File: config.mk
export PLATFORM = sky130hd
export DESIGN_NAME = data_mem_access_ctrl
export DESIGN_NICKNAME = d
export VERILOG_FILES = /design/src/rtl/data_mem_access_ctrl.sv
export SDC_FILE = /design/constraint.sdc
export NUM_CORES = 1
export LEC_CHECK = 0
export CAP_MARGIN = 30
export CORE_MARGIN = 4
export CORE_UTILIZATION = 30
export CTS_CLUSTER_SIZE = 20
export DETAILED_ROUTE_END_ITERATION = 8
export GPL_TIMING_DRIVEN = 0
export HOLD_SLACK_MARGIN = 0.08
export PLACE_DENSITY = 0.64
export SKIP_CTS_REPAIR_TIMING = 1
export SLEW_MARGIN = 40
export SYNTH_ARGS = -nofsm -noshare
export SYNTH_HDL_FRONTEND = slang
export SYNTH_SLANG_ARGS = --single-unit
File: constraint.sdc
create_clock -name clk -period 4.9 [get_ports clk]
set_input_delay 0.49 -clock clk [delete_from_list [all_inputs] [get_ports clk]]
set_output_delay 0.49 -clock clk [all_outputs]
set_load 0.01 [all_outputs]
File: src/rtl/data_mem_access_ctrl.sv
`default_nettype none
// ============================================================================
//  Module   : data_mem_access_ctrl
//  Purpose  : MEM-stage data memory access controller. Converts level-held
//             MemRead/MemWrite into one req/ack transaction on the memory
//             port, stalls the pipeline until it completes, returns load
//             data and flags misaligned, conflicting or timed-out accesses.
//  Revision : 1.0 - initial release
// ============================================================================
module data_mem_access_ctrl #(
   parameter int ADDR_W  = 32,
   parameter int DATA_W  = 32,
   parameter int TIMEOUT = 15     // 1..255 BUSY cycles before abort
) (
   input  logic              clk,
   input  logic              reset,
   input  logic              MemRead,
   input  logic              MemWrite,
   input  logic [ADDR_W-1:0] addr,
   input  logic [DATA_W-1:0] wdata,
   output logic [DATA_W-1:0] rdata,
   output logic              stall,
   output logic              err,
   output logic              mem_req,
   output logic              mem_we,
   output logic [ADDR_W-1:0] mem_addr,
   output logic [DATA_W-1:0] mem_wdata,
   input  logic [DATA_W-1:0] mem_rdata,
   input  logic              mem_ack
);

   localparam logic [1:0] IDLE = 2'd0;
   localparam logic [1:0] BUSY = 2'd1;
   localparam logic [1:0] DONE = 2'd2;

   // Counter value in the last BUSY cycle allowed before the access aborts.
   localparam logic [7:0] CNT_LAST = 8'(TIMEOUT - 1);

   logic [1:0] state;
   logic [7:0] cnt;
   logic       req;
   logic       legal;
   logic       bad;

   assign req   = MemRead | MemWrite;
   assign legal = (MemRead ^ MemWrite) && (addr[1:0] == 2'b00);
   // Anything requested but not legal is either a conflict or misaligned.
   assign bad   = req && !legal;

   // Pipeline hold: from the cycle a legal request is seen until the ack
   // (or abort) cycle; DONE releases the instruction.
   assign stall = !reset && ((state == BUSY) || ((state == IDLE) && legal));

   // Transaction sequencing, memory port registers and load data capture.
   always_ff @(posedge clk or posedge reset) begin
      if (reset) begin
         state     <= IDLE;
         cnt       <= 8'd0;
         rdata     <= '0;
         err       <= 1'b0;
         mem_req   <= 1'b0;
         mem_we    <= 1'b0;
         mem_addr  <= '0;
         mem_wdata <= '0;
      end else begin
         err <= 1'b0;
         case (state)
            IDLE: begin
               if (legal) begin
                  mem_addr  <= addr;
                  mem_wdata <= wdata;
                  mem_we    <= MemWrite;
                  mem_req   <= 1'b1;
                  cnt       <= 8'd0;
                  state     <= BUSY;
               end else if (bad) begin
                  err <= 1'b1;
               end
            end
            BUSY: begin
               // An ack always wins, even on the final allowed cycle.
               if (mem_ack) begin
                  mem_req <= 1'b0;
                  if (!mem_we) begin
                     rdata <= mem_rdata;
                  end
                  state <= DONE;
               end else if (cnt == CNT_LAST) begin
                  mem_req <= 1'b0;
                  err     <= 1'b1;
                  if (!mem_we) begin
                     rdata <= '0;
                  end
                  state <= DONE;
               end else begin
                  cnt <= cnt + 8'd1;
               end
            end
            DONE: begin
               // Requests seen here still belong to the finishing instruction.
               cnt   <= 8'd0;
               state <= IDLE;
            end
            default: begin
               mem_req <= 1'b0;
               cnt     <= 8'd0;
               state   <= IDLE;
            end
         endcase
      end
   end

endmodule
`default_nettype wire

==> results.py, run 1 <==
metrics = {
    "finish": {
        "design_area_mm2": 0.006739,
        "drive_gt1_share_pct": 18.47,
        "insertedDiodeCount": 0,
        "final_cells": 674,
        "layout.nets": 598,
        "area_delta_synth_final_pct": 60.44,
    },
    "sta": {
        "fin_tns_setup_ns": 0,
        "timing_hold_violations_final": 0,
        "grt_setup_unrepaired": "false",
        "slew_headroom_pct": 54.40,
        "number_of_failing_setup_endpoints_in_the_final_timing_report": 0,
        "post-route-min-period_ns": 2.882,
        "worst-slew-pin-transition_ns": 0.6794,
        "final.period_utilization_pct": 58.82,
        "finClkSkew_ns": 0.005607,
        "maxSlewViolCount": 0,
        "fmax_ghz": 0.3470,
    },
    "placed_design": {
        "place.gp.congestion": 0.7727,
        "port_buffers": 200,
        "hpwl_um": 8428,
        "placed_cells_incl_taps": 659,
        "placed_instance_area_mm2": 0.006457,
    },
    "yosys": {
        "synth_area_leaders": "dfrtp_1 (65%), mux2_2 (17%), a22o_1 (6.9%)",
        "synth_most_common_cell": "dfrtp_1",
        "synth_area_mm2": 0.004200,
        "ys_ff_latch": 109,
        "mean_instance_size_in_the_synthesized_netlist_um2": 14.89,
        "count_of_yosys_warnings_during_synthesis": 0,
        "synth-edff-count": 0,
        "synth-main-ff-cell": "dfrtp_1",
        "yosysUniqueCellTypes": 29,
        "synth_seq_area_share_pct": 64.94,
        "netlist.area_leader.share_pct": 64.94,
        "yosys.area.top_type": "dfrtp_1",
        "synth.top_cells.by_count": "dfrtp_1 (109), mux2_2 (62), a22o_1 (33), a21oi_1 (8), inv_1 (8)",
        "syn-num-nets": 386,
        "netlist_instances": 282,
        "synth-async-reset-ratio_pct": 100.0,
    },
    "critical_path": {
        "r2r_end": "rdata[12]",
        "timing_worst_setup_path_type": "input pin to primary output",
        "worst-r2r-cell-count": 5,
        "crit_path_start": "MemWrite",
        "rr_startpoint": "cnt[4]",
        "rrSetupSlack_ns": 3.05,
        "worst_ep_required_time_ns": 4.41,
        "worst_setup_path_endpoint": "stall",
        "worstSetupStartpointType": "input pin",
        "path_max_fanout": 5,
        "cp-end-kind": "primary output",
        "timing.critical_path.arrival_ns": 2.39,
    },
    "drt": {
        "drt.antenna.violating_nets": 0,
        "dr_drc_count": 0,
        "vias": 3179,
        "detail_route.wl_per_cell_um": 16.53,
        "drt_iter0_markers": 86,
        "routed_wirelength_um": 11140,
        "drt_pass1_iterations": 4,
        "avgViaCountPerCell": 4.717,
    },
    "hold_path": {
        "hold_path.startpoint": "mem_addr[0]",
        "worstHoldPathType": "flip-flop to flip-flop",
    },
    "flow_run": {
        "max_cap_viol_count": 0,
    },
    "global_route": {
        "grt_remaining_overflow": 0,
        "track_usage_pct": 14.15,
        "number_of_antenna_violations_at_the_first_check_in_global_routing": 0,
        "first_global_vias": 3508,
        "grt_pass1_wl_um": 18150,
        "largest_net_degree_at_the_start_of_global_routing": 58,
    },
    "run_status": {
        "status": "finished, final reports clean",
    },
    "die": {
        "die-area_mm2": 0.01596,
        "core.rowCount": 42,
        "die_height_um": 126.3,
        "initial_utilization_pct": 31.22,
        "core_area_mm2": 0.01345,
        "io_pins": 201,
        "fp.dieW_um": 126.3,
    },
    "clocking": {
        "clk-insertion-delay-late_ns": 0.34,
        "cts.htree.levels": 3,
        "max-clock-path-buffers": 2,
        "tritoncts_clock_tree": "yes",
        "cts_made_buffers": 9,
        "clk_root_buffer_cell": "clkbuf_16",
        "cts.reportedPaths.clkPinSlew_ns": 0.06,
        "clkSinkCount": 109,
    },
    "pwr": {
        "leakage_uw": 0.002891,
        "powerDensity_mw_per_mm2": 488.2,
        "vdd_ir_drop_max_uv": 290.6,
    },
}
## final cells by class
| cell class | count | area (um^2) |
|---|---|---|
| Buffer | 13 | 80.08 |
| Clock buffer | 10 | 229.0 |
| Clock inverter | 5 | 52.55 |
| Fill cell | 1206 | 6714 |
| Inverter | 8 | 37.54 |
| Multi-Input combinational cell | 152 | 1363 |
| Sequential cell | 109 | 2728 |
| Tap cell | 176 | 220.2 |
| Timing Repair Buffer | 201 | 2029 |
## critical path: stages
cell             delay (ns)
clkdlybuf4s50_1        0.46
inv_1                  0.06
ha_1                   0.29
nor3b_2                0.31
nor2_1                 0.07
nor3_1                 0.14
clkdlybuf4s50_1        0.57
## per-layer routing
layer  up-vias  track usage (%)  share of wire [%]
met5         -                0                  0
met4         0            4.606                1.7
met3        12            7.902                 12
met2       151            22.82                 47
met1      1565            16.01                 40
li1       1451                -                  -
## cells in the final DEF, fill, tap and decap left out, drive strengths merged, types with 2 or more instances in the layout
master and n:
clkinv 3, a22o 33, ha 3, o32ai 2, dfrtp 109, nand2b 2, a31oi 4, mux2 62
clkdlybuf4s50 200, clkbuf 13, a21oi 8, nor2 6, nand2 6, nand3 4, nor3 4, and2 3
o21ai 5, buf 11, inv 8
## worst min path at each step
stage / slack [ns] / cells past startpoint / end
detailed placement: 0.48 / 1 / rdata[14]
global placement: 0.47 / 1 / mem_addr[0]
floorplan: 0.51 / 1 / cnt[3]
global route: 0.51 / 1 / rdata[14]
finish: 0.50 / 1 / mem_addr[0]
CTS: 0.51 / 1 / mem_addr[0]
## logic make-up after synthesis
logic type                 synth area share (%)
DFF                                       64.94
buffers and inverters                     2.621
adders and majority gates                0.8938
muxes                                     16.86
AOI/OAI and AO/OA                         10.69
and+or+nand+nor                           3.992
## sequential cells by signal, summed over array words and instances (netlist names)
signal / flops
cnt: 8
mem_addr: 32
state: 2
mem_we: 1
mem_wdata: 32
rdata: 32
err: 1
mem_req: 1
## stage by stage
stage,util (%),hold WS (ns),power (uW),setup WS (ns)
6_report,50.09,0.4955,3290,2.018
3_5_place_dp,48.00,0.4831,2619,1.990
3_3_place_gp,47.74,0.4713,2594,-0.2058
5_1_grt,50.09,0.5127,3483,1.893
4_1_cts,50.09,0.5058,3348,1.978
2_1_floorplan,-,0.5070,1826,1.536
## power by group
group,total [uW],switching [uW],internal (uW),leakage (uW)
logic,1230,435,791,0.00141
clock network,700,309,391,0.000138
registers,1360,163,1200,0.00134
No activity file was read; power rests on OpenSTA's default activity.
==> inputs of run 2 (changes only) <==
Settings changed: PLACE_DENSITY 0.64 to 0.66.
Clock period 4.9 ns to 2.4 ns, I/O delays scaled along.
==> run 2 against run 1 <==
  * Worst setup slack got worse by 1.7 ns
  * Sequential cell count did not move
  * Power rose by 110%
  * Clock power rose by 120%
  * Hold slack got worse by 0.24 ns
  * Sequential power rose by 100%
  * Non-clock buffer count rose by 4
  * Via count fell by 1.9%
  * Final area rose by 2.0%
  * Critical path type is now input pin to flip-flop
  * Critical endpoint is now mem_wdata[3]
  * Largest power group unchanged
==> results.py, run 2 (synthesis gave the netlist of run 1 again) <==
metrics = {
    "sta": {
        "grt_setup_unrepaired": "false",
        "fin_tns_setup_ns": 0,
        "slew_headroom_pct": 53.94,
        "post-route-min-period_ns": 2.097,
        "post-route-worst-setup-slack_ns": 0.3032,
        "fmax_ghz": 0.4769,
        "final.period_utilization_pct": 87.37,
        "finClkSkew_ns": 0.007140,
        "number_of_failing_setup_endpoints_in_the_final_timing_report": 0,
        "final_worst_hold_slack_ns": 0.2592,
        "timing_hold_violations_final": 0,
        "maxSlewViolCount": 0,
        "worst-slew-pin-transition_ns": 0.6862,
    },
    "pwr": {
        "leakage_uw": 0.002960,
        "vdd_ir_drop_max_uv": 755.2,
        "design_power_total_uw": 6852,
        "powerDensity_mw_per_mm2": 996.8,
    },
    "placed_design": {
        "port_buffers": 200,
        "place.gp.congestion": 0.7687,
        "placed_cells_incl_taps": 663,
        "pre_cts_setup_slack_ns": -0.1096,
        "hpwl_um": 8636,
    },
    "finish": {
        "insertedDiodeCount": 0,
        "sequential_cell_area_mm2": 0.002728,
        "final.fill_count": 1176,
        "layout.cells.most_common_list": "clkdlybuf4s50_1 (199), dfrtp_1 (109), mux2_2 (62)",
        "multi_input_comb_area_mm2": 0.001369,
        "mostFrequentLayoutCell": "clkdlybuf4s50_1",
        "layout_top_registers": "mem_addr: 32 flops, mem_wdata: 32 flops, rdata: 32 flops",
        "final_cells": 679,
        "area_delta_synth_final_pct": 63.66,
        "drive_gt1_share_pct": 18.89,
        "layout.nets": 602,
    },
    "die": {
        "initial_utilization_pct": 31.22,
        "core_area_mm2": 0.01345,
        "die_height_um": 126.3,
        "die-area_mm2": 0.01596,
        "fp.dieW_um": 126.3,
        "io_pins": 201,
        "core.rowCount": 42,
    },
    "clocking": {
        "cts.htree.levels": 3,
        "cts.reportedPaths.clkPinSlew_ns": 0.07,
        "max-clock-path-buffers": 2,
        "clk_root_buffer_cell": "clkbuf_16",
        "tritoncts_clock_tree": "yes",
        "clkSinkCount": 109,
        "cts_made_buffers": 9,
        "clk-insertion-delay-late_ns": 0.35,
    },
    "drt": {
        "drt_pass1_iterations": 4,
        "dr_drc_count": 0,
        "vias": 3120,
        "drt.antenna.violating_nets": 0,
        "detail_route.wl_per_cell_um": 16.34,
        "routed_wirelength_um": 11090,
        "drt_iter0_markers": 125,
        "avgViaCountPerCell": 4.595,
    },
    "critical_path": {
        "worst_ep_required_time_ns": 2.63,
        "critical_path_cell_by_cell": "clkdlybuf4s50_1, inv_1, ha_1, nor3b_4, nand2_1, buf_2, buf_2, mux2_2",
        "cp-end-kind": "flip-flop",
        "worst-r2r-cell-count": 5,
        "rr_startpoint": "cnt[4]",
        "cpMaxStageDelayCell": "clkdlybuf4s50_1",
        "timing_worst_setup_path_type": "input pin to flip-flop",
        "crit_path_start": "MemWrite",
        "crit_top_cell": "buf_2",
        "timing.critical_path.arrival_ns": 2.33,
        "path_max_fanout": 10,
        "timing.critical_path.slowest_cell_delay_ns": 0.45,
        "worstSetupStartpointType": "input pin",
    },
    "global_route": {
        "grt_remaining_overflow": 0,
        "largest_net_degree_at_the_start_of_global_routing": 25,
        "grt_pass1_wl_um": 18000,
        "number_of_antenna_violations_at_the_first_check_in_global_routing": 0,
        "track_usage_pct": 14.24,
        "first_global_vias": 3514,
    },
    "hold_path": {
        "worstHoldPathType": "input pin to async pin",
    },
    "flow_run": {
        "max_cap_viol_count": 0,
    },
    "run_status": {
        "status": "finished, final reports clean",
    },
}
-- run 2: layout make-up --
type | count | area share (%)
Sequential cell | 109 | 39.68
Timing Repair Buffer | 205 | 31.05
Multi-Input combinational cell | 152 | 19.91
Clock buffer | 12 | 3.440
Tap cell | 176 | 3.203
Buffer | 13 | 1.165
Clock inverter | 4 | 1.056
Inverter | 8 | 0.4914
-- run 2: through the flow --
| step | util (%) | instance area (um^2) |
|---|---|---|
| 2_1_floorplan | - | 4204 |
| 3_3_place_gp | 47.77 | 6426 |
| 3_5_place_dp | 48.74 | 6556 |
| 4_1_cts | 51.03 | 6865 |
| 5_1_grt | 51.10 | 6874 |
| 6_report | 51.10 | 6874 |
-- run 2: per-layer routing --
metal	vias up	GRT usage, %	share of wire, %
met3	17	7.356	11
met4	0	5.678	2.1
met1	1518	15.91	39
met5	-	0	0
met2	128	23.10	48
li1	1457	-	-
-- run 2: report_power, final --
part,internal (uW),switching (uW)
Combinational,1630,897
Sequential,2450,323
Clock,914,636
Total,5000,1860
-- run 2: final timing paths --
path / to / slack [ns]
max: mem_wdata[3] / 0.30
min: state[0] / 0.26
max reg2reg: rdata[1] / 0.54
min reg2reg: mem_addr[0] / 0.49
max in group asynchronous: rdata[10] / 1.51
min in group clk: mem_addr[0] / 0.49
-- run 2: critical path, delay by kind of cell --
family | cells | cell delay [ns]
buffers and inverters | 4 | 1.09
adders and majority gates | 1 | 0.27
and+or+nand+nor | 2 | 0.34
muxes | 1 | 0.37
==> inputs of run 3 (changes only) <==
Settings changed: SKIP_CTS_REPAIR_TIMING 1 to unset, SLEW_MARGIN 40 to unset.
==> run 3 against run 2 <==
  * First-iteration DRC count fell by 14%
  * Non-clock buffer count fell by 2
  * Sequential cell count did not move
  * Hold slack improved by 0.20 ns
  * Sequential share of layout area rose by 0.65 points
  * Critical path type is now input pin to primary output
  * Largest cell class unchanged
==> results.py, run 3 (synthesis gave the netlist of run 1 again) <==
metrics = {
    "run_status": {
        "status": "finished, final reports clean",
    },
    "drt": {
        "routed_wirelength_um": 11110,
        "dr_drc_count": 0,
        "drt_pass1_iterations": 4,
        "detail_route.wl_per_cell_um": 16.43,
        "vias": 3101,
        "drt_iter0_markers": 107,
        "drt.antenna.violating_nets": 0,
        "avgViaCountPerCell": 4.587,
    },
    "placed_design": {
        "hpwl_um": 8484,
        "port_buffers": 200,
        "pre_cts_setup_slack_ns": -0.1107,
        "place.gp.congestion": 0.7687,
    },
    "pwr": {
        "share_comb_of_total_power_pct": 37.4,
        "vdd_ir_drop_max_uv": 585.0,
        "power_frac_seq_pct": 41.3,
        "power.share.switching_pct": 27.55,
        "leakage_uw": 0.002893,
        "power.net_switching_uw": 1852,
        "p_int_uw": 4871,
        "powerDensity_mw_per_mm2": 994.1,
        "clockPowerShare_pct": 21.3,
    },
    "critical_path": {
        "timing.critical_path.depth": 7,
        "cp_top_family": "buffers and inverters",
        "rr_startpoint": "state[1]",
        "cpMaxStageDelayCell": "clkdlybuf4s50_1",
        "critical_path_cell_by_cell": "clkdlybuf4s50_1, inv_1, ha_1, nor3b_4, nor2_1, nor3_1, clkdlybuf4s50_1",
        "worst_ep_required_time_ns": 2.16,
        "cp-end-kind": "primary output",
        "buffers_plus_inverters_on_the_worst_setup_path": 3,
        "crit_top_cell": "clkdlybuf4s50_1",
        "worstSetupStartpointType": "input pin",
        "timing.critical_path.slowest_cell_delay_ns": 0.57,
        "worst-r2r-cell-count": 4,
        "crit_path_start": "MemWrite",
        "timing_worst_setup_path_type": "input pin to primary output",
        "path_max_fanout": 3,
        "timing.critical_path.arrival_ns": 1.99,
    },
    "finish": {
        "mostFrequentLayoutCell": "clkdlybuf4s50_1",
        "layout_top_registers": "mem_addr: 32 flops, mem_wdata: 32 flops, rdata: 32 flops",
        "insertedDiodeCount": 0,
        "layout.nets": 600,
        "sequential_cell_area_mm2": 0.002728,
        "area_delta_synth_final_pct": 61.01,
        "drive_gt1_share_pct": 18.60,
        "multi_input_comb_area_mm2": 0.001369,
        "layout.cells.most_common_list": "clkdlybuf4s50_1 (200), dfrtp_1 (109), mux2_2 (62)",
        "final.fill_count": 1206,
    },
    "die": {
        "io_pins": 201,
        "die_height_um": 126.3,
        "die-area_mm2": 0.01596,
        "fp.dieW_um": 126.3,
        "core_area_mm2": 0.01345,
        "core.rowCount": 42,
        "initial_utilization_pct": 31.22,
    },
    "global_route": {
        "track_usage_pct": 14.23,
        "number_of_antenna_violations_at_the_first_check_in_global_routing": 0,
        "grt_pass1_wl_um": 18070,
        "first_global_vias": 3477,
        "largest_net_degree_at_the_start_of_global_routing": 44,
        "grt_remaining_overflow": 0,
    },
    "sta": {
        "number_of_failing_setup_endpoints_in_the_final_timing_report": 0,
        "final.period_utilization_pct": 93.12,
        "post-route-worst-setup-slack_ns": 0.1652,
        "fin_tns_setup_ns": 0,
        "grt_setup_unrepaired": "false",
        "final_worst_hold_slack_ns": 0.4567,
        "post-route-min-period_ns": 2.235,
        "worst-slew-pin-transition_ns": 0.8775,
        "fmax_ghz": 0.4475,
        "slew_headroom_pct": 41.38,
        "finClkSkew_ns": 0.004052,
        "maxSlewViolCount": 0,
        "timing_hold_violations_final": 0,
    },
    "clocking": {
        "clk-insertion-delay-late_ns": 0.34,
        "cts.htree.levels": 3,
        "cts.reportedPaths.clkPinSlew_ns": 0.07,
        "clkSinkCount": 109,
        "cts_made_buffers": 9,
        "cts_hold_repair.buffers": 0,
        "max-clock-path-buffers": 2,
        "tritoncts_clock_tree": "yes",
        "clk_root_buffer_cell": "clkbuf_16",
    },
    "hold_path": {
        "worstHoldPathType": "input pin to async pin",
    },
    "flow_run": {
        "max_cap_viol_count": 0,
    },
}
[run 3: cell count changes in the layout (fill, tap and decap cells not counted), sizes merged]
cell,delta
bufinv,-1
buf,-2
clkbuf,-1
clkdlybuf4s50,+1
clkinvlp,+1
dlymetal6s2s,-1
[run 3: final timing paths]
check / end / slack (ns)
max in group asynchronous: rdata[27] / 1.26
hold / removal: mem_addr[3] / 0.46
hold reg to reg: mem_addr[0] / 0.49
setup / recovery: stall / 0.17
setup reg to reg: cnt[3] / 0.54
min in group clk: mem_addr[0] / 0.49
[run 3: repair_timing]
action                                  CTS  global route
endpoints found under the setup margin    0             1
gates resized for setup                   0             1
buffers inserted                          0             1
[run 3: power by group through the flow]
| stage | clock, uW | combinational [uW] | sequential [uW] |
|---|---|---|---|
| 5_1_grt | 1580 | 2680 | 2860 |
| 3_3_place_gp | 0 | 2520 | 2780 |
| 2_1_floorplan | 0 | 651 | 3080 |
| 4_1_cts | 1500 | 2560 | 2780 |
| 6_report | 1440 | 2510 | 2780 |
| 3_5_place_dp | 0 | 2540 | 2800 |
[run 3: final cells by class]
class,instances,area share [%]
Buffer,13,1.184
Clock buffer,11,3.441
Clock inverter,4,0.7401
Inverter,8,0.4995
Multi-Input combinational cell,152,20.24
Sequential cell,109,40.33
Tap cell,176,3.256
Timing Repair Buffer,203,30.31
[run 3: per-layer routing]
layer  routed length, um  GRT usage [%]
met5                   0              0
met4                 188          4.669
met3                1117          7.188
met2                5355          23.51
met1                4447          16.10
[run 3: metrics by stage]
step / area [um^2] / total power [uW] / utilization [%] / cells
6_report: 6763 / 6723 / 50.27 / 676
5_1_grt: 6763 / 7122 / 50.27 / 676
4_1_cts: 6749 / 6835 / 50.17 / 675
3_5_place_dp: 6466 / 5345 / 48.07 / 660
3_3_place_gp: 6426 / 5300 / 47.77 / 658
2_1_floorplan: 4204 / 3728 / - / 282
